$ cat config.mk
export PLATFORM = sky130hd
export DESIGN_NAME = rr_bus_arbiter8
export DESIGN_NICKNAME = d
export VERILOG_FILES = /design/src/rtl/arb_pkg.sv /design/src/rtl/rr_pick8.sv /design/src/rtl/rr_bus_arbiter8.sv
export SDC_FILE = /design/constraint.sdc
export NUM_CORES = 1
export LEC_CHECK = 0
export BUFFER_PORTS_ARGS = -buffer_cell sky130_fd_sc_hd__buf_2
export CAP_MARGIN = 20
export CORE_ASPECT_RATIO = 1.1
export CORE_UTILIZATION = 50
export CTS_CLUSTER_DIAMETER = 40
export CTS_CLUSTER_SIZE = 40
export DETAILED_ROUTE_END_ITERATION = 8
export PLACE_DENSITY_LB_ADDON = 0.3
export SLEW_MARGIN = 30
export SYNTH_ARGS = -nofsm -noshare
export SYNTH_HDL_FRONTEND = slang
export SYNTH_SLANG_ARGS = --single-unit
$ cat constraint.sdc
create_clock -name clk -period 4.7 [get_ports clk]
set_clock_uncertainty 0.15 [all_clocks]
set_input_delay 0.94 -clock clk [delete_from_list [all_inputs] [get_ports clk]]
set_output_delay 0.94 -clock clk [all_outputs]
set_load 0.01 [all_outputs]
$ cat src/rtl/arb_pkg.sv
// arb_pkg - shared constants and types for the 8-way round-robin bus arbiter.
//   NREQ        number of requesters
//   IDXW        width of a requester index / priority pointer
//   arb_state_t ownership FSM states
//   onehot()    index -> one-hot grant vector
package arb_pkg;

  localparam int NREQ = 8;
  localparam int IDXW = 3;

  typedef enum logic {
    IDLE = 1'b0,
    OWN  = 1'b1
  } arb_state_t;

  function automatic logic [NREQ-1:0] onehot(input logic [IDXW-1:0] idx);
    logic [NREQ-1:0] v;
    v      = '0;
    v[idx] = 1'b1;
    return v;
  endfunction

endpackage

$ cat src/rtl/rr_pick8.sv
// rr_pick8 - combinational round-robin picker.
// Finds the first set request bit at or above ptr, wrapping 7 -> 0.
//   req   in  NREQ  requests, already masked by the caller
//   ptr   in  IDXW  highest-priority index
//   found out 1     any request set
//   idx   out IDXW  winning index (== ptr when nothing is found)
module rr_pick8
  import arb_pkg::*;
(
  input  logic [NREQ-1:0] req,
  input  logic [IDXW-1:0] ptr,
  output logic            found,
  output logic [IDXW-1:0] idx
);

  logic [IDXW-1:0] cand;

  // Walk the ring starting at ptr; the IDXW-bit add wraps for free.
  always_comb begin
    found = 1'b0;
    idx   = ptr;
    cand  = ptr;
    for (int k = 0; k < NREQ; k++) begin
      cand = ptr + IDXW'(k);
      if (!found && req[cand]) begin
        found = 1'b1;
        idx   = cand;
      end
    end
  end

endmodule

$ cat src/rtl/rr_bus_arbiter8.sv
// rr_bus_arbiter8 - round-robin owner arbiter for a shared 32-bit 8:1 mux.
// One requester owns the bus until it drops req; ownership changes always
// pass through one IDLE cycle with gnt=0. sel is the mux select {C2,C1,C0}
// and only changes on the edge that asserts a new grant.
//
// Optional feature: define RRARB_HOLD_LIMIT_EN to bound ownership to
// MAX_HOLD cycles. A revoked requester is masked until it drops req.
//
//   MAX_HOLD  param  ownership limit (2..255), hold-limit build only
//   clk       in  1  rising-edge clock
//   reset_n   in  1  async active-low reset
//   req       in  8  level requests
//   gnt       out 8  one-hot grant, zero when idle
//   sel       out 3  current/last owner index
//   busy      out 1  any grant active
//   forced    out 1  one-cycle pulse on hold-limit revoke (0 otherwise)
module rr_bus_arbiter8
  import arb_pkg::*;
#(
  parameter int MAX_HOLD = 16
) (
  input  logic            clk,
  input  logic            reset_n,
  input  logic [NREQ-1:0] req,
  output logic [NREQ-1:0] gnt,
  output logic [IDXW-1:0] sel,
  output logic            busy,
  output logic            forced
);

  if (MAX_HOLD < 2 || MAX_HOLD > 255) begin : g_bad_max_hold
    $error("rr_bus_arbiter8: MAX_HOLD must be in 2..255");
  end

  arb_state_t      state_q, state_d;
  logic [NREQ-1:0] gnt_q, gnt_d;
  logic [IDXW-1:0] sel_q, sel_d;
  logic [IDXW-1:0] ptr_q, ptr_d;
  logic [NREQ-1:0] req_eff;
  logic            pick_found;
  logic [IDXW-1:0] pick_idx;

`ifdef RRARB_HOLD_LIMIT_EN
  localparam logic [7:0] HOLD_LAST = 8'(MAX_HOLD - 1);

  logic [7:0]      cnt_q, cnt_d;
  logic [NREQ-1:0] mask_q, mask_d;
  logic            forced_q, forced_d;

  assign req_eff = req & ~mask_q;
`else
  assign req_eff = req;
`endif

  rr_pick8 u_pick (
    .req   (req_eff),
    .ptr   (ptr_q),
    .found (pick_found),
    .idx   (pick_idx)
  );

  always_comb begin
    state_d = state_q;
    gnt_d   = gnt_q;
    sel_d   = sel_q;
    ptr_d   = ptr_q;
`ifdef RRARB_HOLD_LIMIT_EN
    cnt_d    = cnt_q;
    forced_d = 1'b0;
    // A mask bit lives only while its request stays high.
    mask_d   = mask_q & req;
`endif
    case (state_q)
      IDLE: begin
        gnt_d = '0;
        if (pick_found) begin
          state_d = OWN;
          gnt_d   = onehot(pick_idx);
          sel_d   = pick_idx;
`ifdef RRARB_HOLD_LIMIT_EN
          cnt_d   = '0;
`endif
        end
      end
      OWN: begin
        // Voluntary release wins over the hold limit on the same edge.
        if (!req[sel_q]) begin
          state_d = IDLE;
          gnt_d   = '0;
          ptr_d   = sel_q + IDXW'(1);
        end
`ifdef RRARB_HOLD_LIMIT_EN
        else if (cnt_q == HOLD_LAST) begin
          state_d       = IDLE;
          gnt_d         = '0;
          ptr_d         = sel_q + IDXW'(1);
          forced_d      = 1'b1;
          mask_d[sel_q] = 1'b1;
        end else begin
          cnt_d = cnt_q + 8'd1;
        end
`endif
      end
      default: begin
        state_d = IDLE;
        gnt_d   = '0;
      end
    endcase
  end

  always_ff @(posedge clk or negedge reset_n) begin
    if (!reset_n) begin
      state_q <= IDLE;
      gnt_q   <= '0;
      sel_q   <= '0;
      ptr_q   <= '0;
    end else begin
      state_q <= state_d;
      gnt_q   <= gnt_d;
      sel_q   <= sel_d;
      ptr_q   <= ptr_d;
    end
  end

`ifdef RRARB_HOLD_LIMIT_EN
  always_ff @(posedge clk or negedge reset_n) begin
    if (!reset_n) begin
      cnt_q    <= '0;
      mask_q   <= '0;
      forced_q <= 1'b0;
    end else begin
      cnt_q    <= cnt_d;
      mask_q   <= mask_d;
      forced_q <= forced_d;
    end
  end

  assign forced = forced_q;
`else
  assign forced = 1'b0;
`endif

  assign gnt  = gnt_q;
  assign sel  = sel_q;
  assign busy = |gnt_q;

endmodule

After elaboration in Yosys (flattened, before gate mapping)
Index checks and enable logic that the tools add are counted.

word-level totals
  register bits = 15
  output and inout bits = 13
  logic and storage cells = 85

operators by class
  add/sub/neg operators = 8
  order comparisons = 11
  equal/unequal tests = 1
  mux-type cells = 41
  bitwise gates (word level) = 2
  reductions and logical operators = 18

operators by type and width
  kind                                                                                  count
  3-bit by 4-bit < comparator with 1-bit output (second input constant)                 10
  1-bit binary-select mux with 3-bit select                                             9
  3-bit 2-to-1 mux                                                                      7
  1-bit 2-to-1 mux                                                                      20
  8-bit 2-to-1 mux                                                                      2
  8-bit case mux with 2 select lines                                                    1
  3-bit adder (second input constant)                                                   4
  1-bit logical AND                                                                     8
  8-bit OR reduction                                                                    1
  1-bit logical NOT                                                                     7
  3-bit by 1-bit adder with 3-bit output (second input constant)                        2
  3-bit by 2-bit adder with 3-bit output (second input constant)                        2
  2-bit AND reduction                                                                   2
  1-bit demux with 3-bit select                                                         1
  3-bit by 1-bit greater-or-equal comparator with 1-bit output (second input constant)  1
  2-bit != test (second input constant)                                                 1
  1-bit NOT                                                                             2
  1-bit case mux with 2 select lines                                                    1

Depth between registers and ports, before layout
Gate-level depths: netlist of run 1.

  word-level depth = 30
  mapped depth = 12
  gate-level depth less buffers = 9

Cells and area by module
Synthesis of run 1 repeated with hierarchy kept, for this count alone.

unflattened totals
  cell total of the unflattened synthesis = 159
  area total of the unflattened synthesis = 1660.3 um^2

modules (own cells, without submodules)
  module           times used  cells an instance  area each (um^2)  sequential area each (um^2)
  rr_pick8         1           97                 867.1             0.0
  rr_bus_arbiter8  1           62                 793.3             375.4

Least setup slack after synthesis of run 1
OpenSTA, ideal clock, no wires.

  path kind = reg-to-reg
  from = register ptr_q[0]
  to = register gnt_q[0] (netlist: gnt[0])
  arrival time = 2.999 ns
  path slack = 1.440 ns
  stages on the path, launching flop included = 13
  path buffers = 3
  clock period less this slack = 3.260 ns
  path through = dfrtp_1 buf_6 buf_6 inv_1 ha_1 buf_4 mux4_2 mux2_4 nor2b_4 nor2b_2 o211a_1 o221a_4 o41ai_1

between the ends
  word-level cells in the longest chain between the ends = 30
  elaborated cells between the ends (all ways) = 59
  those cells by class = add/sub: 7; order compare: 2; mux: 35; reduce/logical: 15

RTL lines
  item                                                                                             RTL line                text
  start, declared                                                                                  rr_bus_arbiter8.sv:38   logic [IDXW-1:0] ptr_q, ptr_d;
  start signal, assigned                                                                           rr_bus_arbiter8.sv:121  ptr_q <= ptr_d;
  parallel branches: the longest is 28 deep, another holds 3-bit by 1-bit adder with 3-bit output  n/a
  8-bit 2-to-1 mux *                                                                               rr_bus_arbiter8.sv:76   if (pick_found) begin
  8-bit case mux with 2 select lines *                                                             rr_bus_arbiter8.sv:73   case (state_q)
  end signal, assigned                                                                             rr_bus_arbiter8.sv:119  gnt_q <= gnt_d;
  end, declared                                                                                    rr_bus_arbiter8.sv:36   logic [NREQ-1:0] gnt_q, gnt_d;

Every way passes the cells marked *. The select of a mux whose other input is x is not followed.
A chain may end at the register's enable or synchronous reset.

Final worst setup path of run 1
  from = register ptr_q[0]
  to = register gnt_q[4] (netlist: gnt[4])

Same word-level chain as after synthesis.

==> run metrics, run 1 <==
outcome finished, final reports clean; Hold Crit Start gnt[1]; Hold Path Depth 2; fin nets 198; Slowest-stage cell, CP mux4_2; CP Capture Type flop; # DRC 0; worst r2r dst gnt[4]; largest net degree at the start of global routing 21; share of cells above drive strength 1 29.35%; synthesized flop and latch total 15; Pre-antenna DRT Iters 5; CP Max Fanout 10; Req. time, crit path 4730 ps; # diodes 0; initial antenna violation count 0; Congestion Overflow GR 0; buffers added on ports 21; Die W 58.01 um; relative slew slack 50.19%; actual slew at the worst max-slew pin 747.2 ps; CTS tree yes; via count 1491; Max Fclk 0.2926 GHz; Top Ports 23; Setup WS pre-CTS 1234 ps; root buf cell clkbuf_4; number of synthesized flops with an enable pin 0; DR iter-0 viols 69; gr usage total 24.15%; yosys warns 0; final setup vio count 0; initial core utilization 52.23%; CP Class flop to flop; sequential area share after synthesis 21.75%; GPL Wtd Cong 0.9350; post-route ant nets 0; first-pass GRT wire length 7044 um; crit path cell chain inv_1, ha_1, mux4_2, mux2i_4, and2_1, a31oi_1, o2bb2a_1, o211a_1, o41ai_1; Post-CTS Resized 0; max-slew violations 0; Cells after Synth 167; Async SR Flop Fraction 100.0%; Crit path max-delay family compound AO/OA/AOI/OAI gates; Area Growth Syn to Fin 7.179%; HPWL after DPL 3147 um; Hold-fix buffers, CTS 0; Clock Sinks 15; worst r2r path cells 9; WP buf/inv 1; Period minus WS final 3418 ps; final hold violations 0; setup tns final 0 ps; Die ar. 3690 sq um; syn nets 180; drt wl/cell 18.50 um; Most used DFF post-synth dfrtp_1; FF-to-FF setup slack 1280 ps; Core Area 3303 sq um; RR Startpoint ptr_q[0]; Max-Cap Viols 0; Via density 6.777; Worst Hold End gnt[1]; Startpoint Class flop; # fillers 289; CP max stage delay 620 ps; Avg Cell Area, Syn 10.33 sq um; Setup Fix Bufs, Post-CTS 0; Final Worst Setup Slack 1282 ps; clock buffer depth 2; Die Y 63.61 um; type of the most critical hold path flop to flop; Rows 22; RSZ-0062 raised after global routing no; Synth cell types 53; H-Tree Depth 1; Worst Path Arrival 3450 ps; Syn Std Cell Area 1725 sq um; Tcrit/Tclk final 72.73%; CTS clk-pin slew, worst paths 100 ps; Num CTS Buffers 3; worst skew pair latency 290 ps; DRT Wirelength 4069 um; vias in the first global route 1453
[layout by cell type, fill, tap and decap left out, types with 3 or more instances in the layout]
cell type / n
inv_1: 6
ha_1: 3
nand2_1: 25
nand3_1: 5
o21ai_1: 3
mux2i_4: 3
clkbuf_4: 3
o21ai_0: 4
a31oi_1: 3
xnor2_1: 3
o41ai_1: 8
and2_1: 3
mux4_2: 14
nor2_1: 7
nand2b_1: 3
mux2i_1: 6
buf_2: 21
a21oi_1: 4
dfrtp_1: 15
nor2b_1: 4
[Yosys cell counts (4+ instances only)]
| cell | number | area share (%) |
|---|---|---|
| mux2i_1 | 6 | 3.5 |
| dfrtp_1 | 15 | 22 |
| nand2_1 | 25 | 5.4 |
| inv_1 | 6 | 1.3 |
| nor2_1 | 7 | 1.5 |
| a21oi_1 | 4 | 1.2 |
| nand3_1 | 5 | 1.5 |
| nor2b_1 | 4 | 1.5 |
| o21ai_0 | 4 | 1.2 |
| buf_4 | 4 | 1.7 |
| o41ai_1 | 8 | 4.1 |
| mux4_2 | 14 | 18 |
[worst max path at each step]
stage,from,endpoint,cells past startpoint
3_5_place_dp,req[0],gnt[6],8
5_1_grt,ptr_q[0],gnt[5],9
3_3_place_gp,req[4],gnt[6],8
4_1_cts,ptr_q[0],gnt[6],9
6_report,ptr_q[0],gnt[4],9
2_1_floorplan,ptr_q[0],gnt[0],12
[kinds of logic after synthesis]
logic type | after synthesis | share of synthesized area [%]
simple gates | 57 | 16.68
compound gates | 43 | 20.81
mux | 28 | 31.04
buf+inv | 16 | 5.293
flops | 15 | 21.75
xor+xnor | 4 | 2.031
fa+ha+maj | 3 | 2.176
other cells | 1 | 0.2173
[state kept, by name, summed over array words and instances, names as in the netlist]
name and cells:
ptr_q 3, gnt 8, sel 3, state_q 1
[layer usage]
metal | wire (um) | part of all wire [%] | GRT usage [%] | vias up
li1 | - | - | - | 691
met1 | 1771 | 44 | 35.17 | 733
met2 | 2017 | 50 | 38.79 | 61
met3 | 234 | 5.8 | 2.464 | 6
met4 | 45 | 1.1 | 5.357 | 0
met5 | 0 | 0 | 0 | -
[worst register-to-register path, delay by kind of cell, from the launching register on]
kind / cells / cell delay [ps]
muxes: 2 / 890
and+or+nand+nor: 1 / 250
buffers and inverters: 1 / 120
AOI/OAI and AO/OA: 4 / 970
adders and majority gates: 1 / 590
DFF: 1 / 350
[per-stage QoR]
step	std cells	area, sq um	utilization (%)	hold slack (ps)
floorplan	167	1725	-	379.9
global placement	216	1822	55.15	336.1
detailed placement	216	1822	55.15	349.7
CTS	220	1849	55.98	371.7
global route	220	1849	55.98	389.9
finish	220	1849	55.98	366.2
[layout make-up]
cell class	instances	area [sq um]	area share, %
multi-input combinational	136	1259	68.07
sequential	15	375.4	20.30
timing repair buffer	23	120.1	6.495
tap	36	45.04	2.436
clock buffer	3	22.52	1.218
inverter	6	22.52	1.218
clock inverter	1	5.005	0.2706
Power of run 1 is left out: the tool's default activity adds up to more than one toggle a clock period on the data nets, which glitch-free logic cannot reach.
==> run 2: changes to the inputs <==
==> constraint.sdc (replaced) <==
create_clock -name clk -period 3.46 [get_ports clk]
set_clock_uncertainty 0.15 [all_clocks]
set_input_delay 0.692 -clock clk [delete_from_list [all_inputs] [get_ports clk]]
set_output_delay 0.692 -clock clk [all_outputs]
set_load 0.01 [all_outputs]
==> run metrics, run 2 (synthesized netlist as in run 1, its figures left out) <==
outcome finished, final reports clean; CTS tree yes; H-Tree Depth 1; Pre-antenna DRT Iters 4; Core Area 3303 sq um; Hold-fix buffers, CTS 0; largest net degree at the start of global routing 18; CTS clk-pin slew, worst paths 90 ps; commonest non-fill, non-tap cell in the layout nand2_1; Die W 58.01 um; Num CTS Buffers 3; max FFs per register 8; buffers added on ports 21; first-pass GRT wire length 7017 um; gr usage total 24.61%; RSZ-0062 raised after global routing no; initial core utilization 52.23%; Clock Sinks 15; CP Class flop to flop; DRT Wirelength 4044 um; Crit path max-delay family compound AO/OA/AOI/OAI gates; Post-Place Cells 219; root buf cell clkbuf_4; max-slew violations 0; Rows 22; Setup Fix Bufs, Post-CTS 0; vias in the first global route 1432; GPL Wtd Cong 0.8676; relative slew slack 60.20%; Via density 6.798; Max Fclk 0.3173 GHz; initial antenna violation count 0; via count 1516; most frequent cells in the layout nand2_1, buf_2, dfrtp_1, mux4_2, o41ai_1; worst skew pair latency 280 ps; drt wl/cell 18.13 um; CP Max Fanout 6; Top Ports 23; DR iter-0 viols 45; Tcrit/Tclk final 91.09%; final hold violations 0; Congestion Overflow GR 0; # DRC 0; # diodes 0; Startpoint Class flop; Non-Filler Instances 223; actual slew at the worst max-slew pin 595.7 ps; Req. time, crit path 3460 ps; Slowest-stage cell, CP a2bb2oi_1; WP buf/inv 2; Post-CTS Resized 0; HPWL after DPL 3117 um; CP max stage delay 410 ps; Die Y 63.61 um; share of cells above drive strength 1 30.48%; worst hold slack 149.6 ps; crit path cell chain inv_1, ha_1, buf_4, mux4_2, mux2i_4, and2_1, a31oi_1, o2bb2a_1, a2bb2oi_1, o41ai_1; Period minus WS final 3152 ps; Die ar. 3690 sq um; type of the most critical hold path primary input to async pin; post-route ant nets 0; Final Util 56.67%; Area Growth Syn to Fin 8.485%; final setup vio count 0; CP Capture Type flop; setup tns final 0 ps; Max-Cap Viols 0; Worst Path Arrival 3160 ps; fin nets 201; clock buffer depth 2
[run 2: stage by stage]
step | cell area, sq um | setup slack, ps
3_3_place_gp | 1844 | 268.1
5_1_grt | 1872 | 61.04
6_report | 1872 | 308.4
2_1_floorplan | 1725 | 200.3
3_5_place_dp | 1844 | 240.7
4_1_cts | 1872 | 319.2
[run 2: cell type report]
class	count	area (sq um)
fillers	289	1431
multi-input cells	136	1259
flip-flops and latches	15	375.4
repair buffers	26	142.6
well taps	36	45.04
clock buffers	3	22.52
inverters	6	22.52
clock inverters	1	5.005
[run 2: final timing paths]
kind	end	slack, ps	depth (start not counted)	startpoint
max	gnt[2]	310	10	ptr_q[1]
max reg2reg	gnt[2]	310	10	ptr_q[1]
min	gnt[4]	150	1	reset_n
min reg2reg	gnt[6]	360	2	gnt[6]
min in group clk	gnt[6]	360	2	gnt[6]
max in group asynchronous	gnt[7]	2760	1	reset_n
[run 2: per-layer routing]
layer | track usage (%) | vias up | wire length [um]
met5 | 0 | - | 0
met4 | 9.226 | 0 | 100
met3 | 1.437 | 10 | 69
met2 | 39.22 | 28 | 2046
met1 | 35.12 | 774 | 1827
li1 | - | 704 | -
Power of run 2 is left out for the same reason.
